===== src/rtl/apb_pkg.sv =====
// rtl/apb_pkg.sv - register map, access rights and FSM states for apb_reg_slave
package apb_pkg;

  localparam int ADDR_REGA = 5;
  localparam int ADDR_REGB = 10;
  localparam int ADDR_REGC = 15;
  localparam int ADDR_REGD = 20;

  typedef enum logic {
    IDLE,
    ACCESS
  } state_e;

  typedef enum logic [1:0] {
    ACC_NONE,
    ACC_RW,
    ACC_WO,
    ACC_RO
  } access_e;

  typedef enum logic [2:0] {
    SEL_A,
    SEL_B,
    SEL_C,
    SEL_D,
    SEL_NONE
  } reg_sel_e;

  function automatic access_e reg_access(input reg_sel_e sel);
    case (sel)
      SEL_A:   return ACC_RW;
      SEL_B:   return ACC_RW;
      SEL_C:   return ACC_WO;
      SEL_D:   return ACC_RO;
      default: return ACC_NONE;
    endcase
  endfunction

  function automatic logic access_err(input access_e acc, input logic is_write);
    return (acc == ACC_NONE) ||
           (is_write && (acc == ACC_RO)) ||
           (!is_write && (acc == ACC_WO));
  endfunction

endpackage


===== src/rtl/apb_regfile.sv =====
// rtl/apb_regfile.sv - address decode, register storage and access-right checks
module apb_regfile
  import apb_pkg::*;
#(
  parameter int ADDR_W = 32,
  parameter int DATA_W = 32
) (
  input  logic              clk,
  input  logic              rst,
  input  logic [ADDR_W-1:0] addr_i,
  input  logic              write_i,
  input  logic [DATA_W-1:0] wdata_i,
  input  logic              commit_i,
  input  logic [DATA_W-1:0] regd_status_i,
  output logic [DATA_W-1:0] rdata_o,
  output logic              err_o,
  output logic [DATA_W-1:0] rega_o,
  output logic [DATA_W-1:0] regb_o,
  output logic [DATA_W-1:0] regc_o,
  output logic              regc_wr_pulse_o
);

  reg_sel_e          sel;
  logic              wr_en;
  logic [DATA_W-1:0] rega_q, rega_d;
  logic [DATA_W-1:0] regb_q, regb_d;
  logic [DATA_W-1:0] regc_q, regc_d;
  logic              pulse_q, pulse_d;

  always_comb begin
    sel = SEL_NONE;
    if (addr_i == ADDR_W'(ADDR_REGA))      sel = SEL_A;
    else if (addr_i == ADDR_W'(ADDR_REGB)) sel = SEL_B;
    else if (addr_i == ADDR_W'(ADDR_REGC)) sel = SEL_C;
    else if (addr_i == ADDR_W'(ADDR_REGD)) sel = SEL_D;
  end

  assign err_o = access_err(reg_access(sel), write_i);
  assign wr_en = commit_i && write_i && !err_o;

  always_comb begin
    rdata_o = '0;
    case (sel)
      SEL_A:   rdata_o = rega_q;
      SEL_B:   rdata_o = regb_q;
      SEL_D:   rdata_o = regd_status_i;
      default: rdata_o = '0;
    endcase
  end

  // The pulse self-clears, so it is high only in the cycle after a regC commit.
  always_comb begin
    rega_d  = rega_q;
    regb_d  = regb_q;
    regc_d  = regc_q;
    pulse_d = 1'b0;
    if (wr_en) begin
      case (sel)
        SEL_A: rega_d = wdata_i;
        SEL_B: regb_d = wdata_i;
        SEL_C: begin
          regc_d  = wdata_i;
          pulse_d = 1'b1;
        end
        default: ;
      endcase
    end
  end

  always_ff @(posedge clk or posedge rst) begin
    if (rst) begin
      rega_q  <= '0;
      regb_q  <= '0;
      regc_q  <= '0;
      pulse_q <= 1'b0;
    end else begin
      rega_q  <= rega_d;
      regb_q  <= regb_d;
      regc_q  <= regc_d;
      pulse_q <= pulse_d;
    end
  end

  assign rega_o          = rega_q;
  assign regb_o          = regb_q;
  assign regc_o          = regc_q;
  assign regc_wr_pulse_o = pulse_q;

endmodule


===== src/rtl/apb_reg_slave.sv =====
// rtl/apb_reg_slave.sv - APB3 completer: transfer FSM, wait-state counter, bus outputs
module apb_reg_slave
  import apb_pkg::*;
#(
  parameter int ADDR_W      = 32,
  parameter int DATA_W      = 32,
  parameter int WAIT_CYCLES = 1
) (
  input  logic              clk,
  input  logic              rst,
  input  logic              psel,
  input  logic              penable,
  input  logic              pwrite,
  input  logic [ADDR_W-1:0] paddr,
  input  logic [DATA_W-1:0] pwdata,
  output logic [DATA_W-1:0] prdata,
  output logic              pready,
  output logic              pslverr,
  output logic [DATA_W-1:0] rega_o,
  output logic [DATA_W-1:0] regb_o,
  output logic [DATA_W-1:0] regc_o,
  output logic              regc_wr_pulse,
  input  logic [DATA_W-1:0] regd_status_i
);

  localparam int CNT_W = (WAIT_CYCLES > 0) ? $clog2(WAIT_CYCLES + 1) : 1;

  state_e            state_q, state_d;
  logic [CNT_W-1:0]  cnt_q, cnt_d;
  logic [ADDR_W-1:0] addr_q, addr_d;
  logic              write_q, write_d;
  logic [DATA_W-1:0] wdata_q, wdata_d;
  logic              done;
  logic [DATA_W-1:0] rf_rdata;
  logic              rf_err;

  always_comb begin
    state_d = state_q;
    cnt_d   = cnt_q;
    addr_d  = addr_q;
    write_d = write_q;
    wdata_d = wdata_q;
    done    = 1'b0;
    case (state_q)
      IDLE: begin
        if (psel && !penable) begin
          addr_d  = paddr;
          write_d = pwrite;
          wdata_d = pwdata;
          cnt_d   = CNT_W'(WAIT_CYCLES);
          state_d = ACCESS;
        end
      end
      ACCESS: begin
        // A master dropping psel mid-transfer abandons it silently.
        if (!psel) begin
          state_d = IDLE;
        end else if (cnt_q != '0) begin
          cnt_d = cnt_q - CNT_W'(1);
        end else if (penable) begin
          done    = 1'b1;
          state_d = IDLE;
        end
      end
      default: state_d = IDLE;
    endcase
  end

  always_ff @(posedge clk or posedge rst) begin
    if (rst) begin
      state_q <= IDLE;
      cnt_q   <= '0;
      addr_q  <= '0;
      write_q <= 1'b0;
      wdata_q <= '0;
    end else begin
      state_q <= state_d;
      cnt_q   <= cnt_d;
      addr_q  <= addr_d;
      write_q <= write_d;
      wdata_q <= wdata_d;
    end
  end

  apb_regfile #(
    .ADDR_W (ADDR_W),
    .DATA_W (DATA_W)
  ) u_regfile (
    .clk             (clk),
    .rst             (rst),
    .addr_i          (addr_q),
    .write_i         (write_q),
    .wdata_i         (wdata_q),
    .commit_i        (done),
    .regd_status_i   (regd_status_i),
    .rdata_o         (rf_rdata),
    .err_o           (rf_err),
    .rega_o          (rega_o),
    .regb_o          (regb_o),
    .regc_o          (regc_o),
    .regc_wr_pulse_o (regc_wr_pulse)
  );

  assign pready  = done;
  assign pslverr = done && rf_err;
  assign prdata  = (done && !write_q && !rf_err) ? rf_rdata : '0;

endmodule


===== config.mk =====
export PLATFORM = sky130hd
export DESIGN_NAME = apb_reg_slave
export DESIGN_NICKNAME = d
export VERILOG_FILES = /design/src/rtl/apb_pkg.sv /design/src/rtl/apb_regfile.sv /design/src/rtl/apb_reg_slave.sv
export SDC_FILE = /design/constraint.sdc
export NUM_CORES = 1
export LEC_CHECK = 0
export CAP_MARGIN = 10
export CORE_ASPECT_RATIO = 1.4
export CORE_MARGIN = 3
export CORE_UTILIZATION = 42
export DETAILED_ROUTE_END_ITERATION = 12
export PLACE_DENSITY = 0.86
export SETUP_SLACK_MARGIN = 0.02
export SKIP_CTS_REPAIR_TIMING = 1
export SYNTH_ARGS = -nofsm -noshare
export SYNTH_HDL_FRONTEND = slang
export SYNTH_SLANG_ARGS = --single-unit

===== constraint.sdc =====
create_clock -name clk -period 4.5 [get_ports clk]
set_input_delay 0.45 -clock clk [delete_from_list [all_inputs] [get_ports clk]]
set_output_delay 0.45 -clock clk [all_outputs]
set_load 0.1 [all_outputs]

# Yosys cells after proc, flatten, opt, wreduce, memory -nomap -nowiden
# Cells that the tools add are included.
classes:
  muxes: 22
  n_bitwise: 1
  n_eq_ne: 11
  n_addsub: 1
  n_reduce_logical: 21
ops:
  columns: ["operator", "count"]
  rows:
  - ["$pmux W32 S3", 1]
  - ["$eq A32 B4 Y1 const B", 2]
  - ["$eq A32 B3 Y1 const B", 1]
  - ["$eq A32 B5 Y1 const B", 1]
  - ["$mux W32", 1]
  - ["$mux W1", 13]
  - ["$mux W3", 4]
  - ["$reduce_and A2 Y1", 5]
  - ["$logic_and A1 B1 Y1", 8]
  - ["$eq A3 B2 Y1 const B", 2]
  - ["$pmux W2 S3", 1]
  - ["$eq A2 B2 Y1 const B", 2]
  - ["$ne A2 B2 Y1 const B", 2]
  - ["$pmux W1 S2", 2]
  - ["$eq A3 B1 Y1 const B", 1]
  - ["$logic_not A1 Y1", 3]
  - ["$logic_not A3 Y1", 1]
  - ["$logic_not A2 Y1", 1]
  - ["$logic_or A1 B1 Y1", 2]
  - ["$reduce_or A2 Y1", 1]
  - ["$not A1 Y1", 1]
  - ["$sub A1 B1 Y1 const B", 1]
totals:
  wordCells: 65
  reg_bits: 164

# Logic depth before layout (Yosys ltp)
depth:
  depth_word: 15
  ltp_mapped: 6

# By module
# Synthesis repeated with hierarchy kept, for this count alone.
unflattened:
  hier_cells: 537
  hier_area_um2: 7414.6
modules_own_cells:
  columns: ["module", "area_each_um2", "cells_per_inst", "n_inst", "seq_area_each_um2"]
  rows:
  - ["apb_regfile", 4543.1, 345, 1, 2427.3]
  - ["apb_reg_slave", 2871.5, 192, 1, 1676.6]

# Worst setup path before layout
# Ideal clock, no wire load.
synth_path:
  path_kind: "input -> output"
  startpoint: "input penable"
  endpoint: "output prdata[10]"
  slack_ns: 0.546
  required_ns: 4.050
  t_arrival_ns: 3.504
  path_stages: 5
  path_buffers: 1
  path_cell_list: "and4b_1 > and3_1 > o2111ai_1 > clkbuf_1 > a21oi_1"
synth_via:
  elab_chain_cells: 7
synth_rtl:
  columns: ["item", "line", "source"]
  rows:
  - ["start: declaration", "apb_reg_slave.sv:12", "input logic penable,"]
  - ["$mux W1", "apb_reg_slave.sv:60", "end else if (penable) begin"]
  - ["$mux W1", "apb_reg_slave.sv:58", "end else if (cnt_q != '0) begin"]
  - ["$mux W1", "apb_reg_slave.sv:56", "if (!psel) begin"]
  - ["$mux W1", "apb_reg_slave.sv:44", "case (state_q)"]
  - ["$logic_and A1 B1 Y1 (2 in series)", "apb_reg_slave.sv:106", "assign prdata = (done && !write_q && !rf_err) ? rf_rdata : '0;"]
  - ["$mux W32", "apb_reg_slave.sv:106", null]
  - ["end: declaration", "apb_reg_slave.sv:16", "output logic [DATA_W-1:0] prdata,"]
# No other way between the ends.

# Worst setup path in the final report
layout_path:
  startpoint: "register addr_q[4]"
  endpoint: "output prdata[30]"
layout_via:
  elab_chain_cells: 15
layout_rtl:
  columns: ["item", "line", "source"]
  rows:
  - ["start: declaration", "apb_reg_slave.sv:30", "logic [ADDR_W-1:0] addr_q, addr_d;"]
  - ["start signal: assignment", "apb_reg_slave.sv:79", "addr_q <= addr_d;"]
  - ["$eq A32 B5 Y1", "apb_regfile.sv:35", "else if (addr_i == ADDR_W'(ADDR_REGD)) sel = SEL_D;"]
  - ["$mux W3", "apb_regfile.sv:35", null]
  - ["$mux W3", "apb_regfile.sv:34", "else if (addr_i == ADDR_W'(ADDR_REGC)) sel = SEL_C;"]
  - ["$mux W3", "apb_regfile.sv:33", "else if (addr_i == ADDR_W'(ADDR_REGB)) sel = SEL_B;"]
  - ["$mux W3 *", "apb_regfile.sv:32", "if (addr_i == ADDR_W'(ADDR_REGA)) sel = SEL_A;"]
  - ["$eq A3 B1 Y1 / $logic_not A3 Y1 (equally long branches)", "apb_pkg.sv:30, apb_regfile.sv:43", null]
  - ["$reduce_or A2 Y1 (no line)", null, null]
  - ["$pmux W2 S3", "apb_pkg.sv:30", "case (sel)"]
  - ["$eq A2 B2 Y1", "apb_pkg.sv:41", "(is_write && (acc == ACC_RO)) ||"]
  - ["$logic_and A1 B1 Y1", "apb_pkg.sv:41", null]
  - ["$logic_or A1 B1 Y1", "apb_pkg.sv:40", "return (acc == ACC_NONE) ||"]
  - ["$logic_or A1 B1 Y1", "apb_pkg.sv:41", null]
  - ["$logic_not A1 Y1", "apb_reg_slave.sv:106", null]
  - ["$logic_and A1 B1 Y1", "apb_reg_slave.sv:106", null]
  - ["$mux W32 *", "apb_reg_slave.sv:106", null]
# Mark *: on every way between the ends. The rest lies on a longest branch, timed or not.

==> impl_metrics.csv <==
group,metric,value,unit
sta,worstMarginPinSlew,1.11,ns
sta,rsz0062_at_grt,"no",
cells_and_area,area_growth,41.7,%
cells_and_area,antenna_cells,0,
power,ir_drop,0.262,mV
run,max-cap-violations,0,
logic_synthesis,synth_top_area_cell,"dfrtp_1",
die,core,16400,sq um
logic_synthesis,synth_top_area_share,57.6,%
grt,grt_busiest_layer,"met2",
worst_setup_path,worstPathRequired,4.05,ns
clock_tree,cts_tree,"yes",
cells_and_area,fin_nets,820,
routing,via_count,5027,
worst_setup_path,critPathMaxFanout,33,
grt,grt_max_degree,165,
clock_tree,clock_latency,0.41,ns
placement,gp_congestion,0.763,
worst_setup_path,crit_start,"addr_q[4]$_DFFE_PP0P_",
worst_setup_path,max_stage_delay,0.62,ns
worst_setup_path,cp_top_family,"compound AO/OA/AOI/OAI gates",
cells_and_area,register_area,4100,sq um
worst_setup_path,worstSetupPathType,"reg2out",
die,num_rows,55,
routing,wl,19200,um
worst_hold_path,hp-start,"u_regfile.regc_o[20]$_DFFE_PP0P_",
logic_synthesis,syn_area_per_cell,14.4,sq um
die,die-area,18600,sq um
die,pin_count,232,
power,power.internal,2640,uW
logic_synthesis,syn_inst,494,
sta,period_share,77.9,%
routing,drc,0,
grt,antenna_found_initial,0,
sta,fmax,285,MHz
clock_tree,clkTransAtPathRegs,0.06,ns
grt,grtUsageTotal,20.7,%
cells_and_area,multi_input_comb_area,2860,sq um
run_status,status,"finished clean",
grt,overflow,0,
grt,grtUsageMet3,3.87,%
logic_synthesis,synthArstFlopShare,100,%
power,combPwrFrac,9.2,%
clock_tree,cts_sinks,164,
cells_and_area,fillers,1270,
routing,wl_per_cell,20.6,um
sta,post-route-min-period,3.51,ns
sta,tns,0,ns
logic_synthesis,synthTopCellsByArea,"dfrtp_1 58%, mux2_2 17%, mux2_4 9.7%",
power,cellPowerDensity,339,nW/um^2
logic_synthesis,synth_seq_cells,164,
logic_synthesis,syn_area,7120,sq um
routing,dr.pass1.iters,4,
routing,postRouteAntennaNets,0,
sta,finalHoldViolations,0,
routing,drt-initial-drc-count,318,
power,power.switching,778,uW
logic_synthesis,ys_types,31,
clock_tree,root_buffer,"clkbuf_16",
grt,grt_pass1_vias,5548,
worst_setup_path,arrival,3.06,ns
grt,use_met1,22.8,%
worst_setup_path,crit_path_end_kind,"output port",
sta,clock_skew,0.00860,ns
logic_synthesis,yosys-top-cells-count,"164 x dfrtp_1, 109 x mux2_2, 46 x mux2_4, 38 x nand2_1, 35 x a21oi_1",
worst_setup_path,crit_path_start_kind,"register",
sta,setup_violations,0,
power,clkPwrFrac,41.5,%
logic_synthesis,synth_most_common_cell,"dfrtp_1",
sta,maxSlewViolCount,0,
die,die_x,116,um
die,dieHeight,160,um
logic_synthesis,synth_edf_count,0,
grt,use_met2,38.0,%
worst_setup_path,slowest_stage,"o2111ai_4",
cells_and_area,drive_gt1_share,31.6,%
worst_setup_path,path_buf_inv,2,
worst_setup_path,crit_chain,"nand2b_1, nor4_4, buf_4, o2111ai_4, a21oi_1, buf_4",
sta,max_slew_margin,26.0,%
worst_setup_path,cp_common_cell,"buf_4",
routing,via_per_inst,5.41,
die,initial_core_util,43.5,%
logic_synthesis,synthFlopType,"dfrtp_1",
grt,grt_pass1_wl,29700,um
clock_tree,cts_buffers,17,
clock_tree,htreeDepth,4,
sta,setup_ws,0.993,ns
worst_setup_path,rr_startpoint,"addr_q[3]$_DFFE_PP0P_",
logic_synthesis,synth.yosys.seq_area_share,57.6,%
clock_tree,clockBufferDepth,2,
placement,dpl.hpwl,13000,um
power,p_leak,0.00453,uW
worst_hold_path,min-delay-path-class,"reg2reg",
placement,post-place-ws,1.28,ns
power,seqPwrFrac,49.3,%
placement,port_buffers,231,
logic_synthesis,yosys_warnings,0,
power,p_sw_share,22.8,%
logic_synthesis,syn_nets,595,
[per-layer routing]
metal | up-vias | share of wire (%)
li1 | 2256 | -
met1 | 2544 | 37
met2 | 187 | 56
met3 | 40 | 4.4
met4 | 0 | 2.7
met5 | - | 0
[layout make-up]
type	count	share of cell area [%]
Sequential cell	164	40.7
Multi-Input combinational cell	296	28.3
Timing Repair Buffer	236	22.6
Clock buffer	20	4.33
Tap cell	199	2.47
Clock inverter	10	1.34
Inverter	4	0.186
[worst paths after layout]
check	end	slack, ns	cells after the start
max reg2reg	u_regfile.rega_o[23]$_DFFE_PP0P_	1.70	5
max	prdata[30]	0.99	6
min reg2reg	u_regfile.regc_o[20]$_DFFE_PP0P_	0.50	1
min in group asynchronous	state_q$_DFF_PP0_	0.64	3
max in group asynchronous	wdata_q[24]$_DFFE_PP0P_	3.18	3
min	u_regfile.regc_o[20]$_DFFE_PP0P_	0.50	1
[registers in the layout (all words and copies together), names as in the netlist]
register and cells:
cnt_q 1, wdata_q 32, u_regfile.rega_o 32, u_regfile.regc_o 32, write_q 1, state_q 1
u_regfile.regb_o 32, u_regfile.regc_wr_pulse_o 1, addr_q 32
[logic make-up after synthesis]
| group | synth area share [%] |
|---|---|
| mux | 27.6 |
| flops | 57.6 |
| compound gates | 6.43 |
| buf+inv | 2.81 |
| simple gates | 5.54 |
[layout by cell type, fill, tap and decap left out, types with 3 or more instances in the layout]
cell	synthesis	layout
mux2_1	4	4
bufinv_16	0	3
dfrtp_1	164	164
a21oi_1	35	35
clkbuf_16	0	17
clkbuf_1	17	3
a22oi_1	32	32
mux2_2	109	109
nand2_1	38	38
inv_1	4	3
mux2_4	46	46
buf_4	0	36
nor4_1	5	5
clkdlybuf4s50_1	0	199
nand4_4	3	3
clkinv_2	0	4
[per-stage QoR]
| step | instances | total power, uW | area [sq um] | hold WS [ns] | util, % |
|---|---|---|---|---|---|
| 2_1_floorplan | 494 | 1860 | 7120 | 0.459 | - |
| 3_5_place_dp | 899 | 2030 | 9510 | 0.489 | 58.1 |
| 6_report | 929 | 3410 | 10100 | 0.499 | 61.6 |
| 5_1_grt | 929 | 3550 | 10100 | 0.514 | 61.6 |
| 3_3_place_gp | 899 | 1990 | 9510 | 0.477 | 58.1 |
| 4_1_cts | 929 | 3440 | 10100 | 0.502 | 61.6 |
[power by group through the flow]
stage                     Sequential [uW]  Combinational [uW]  Clock, uW
after floorplan                      1670                 185          0
after global placement               1690                 301          0
after detailed placement             1710                 318          0
after CTS                            1680                 321       1440
after global routing                 1700                 342       1510
final                                1680                 316       1420
(Power assumes the default switching activity.)
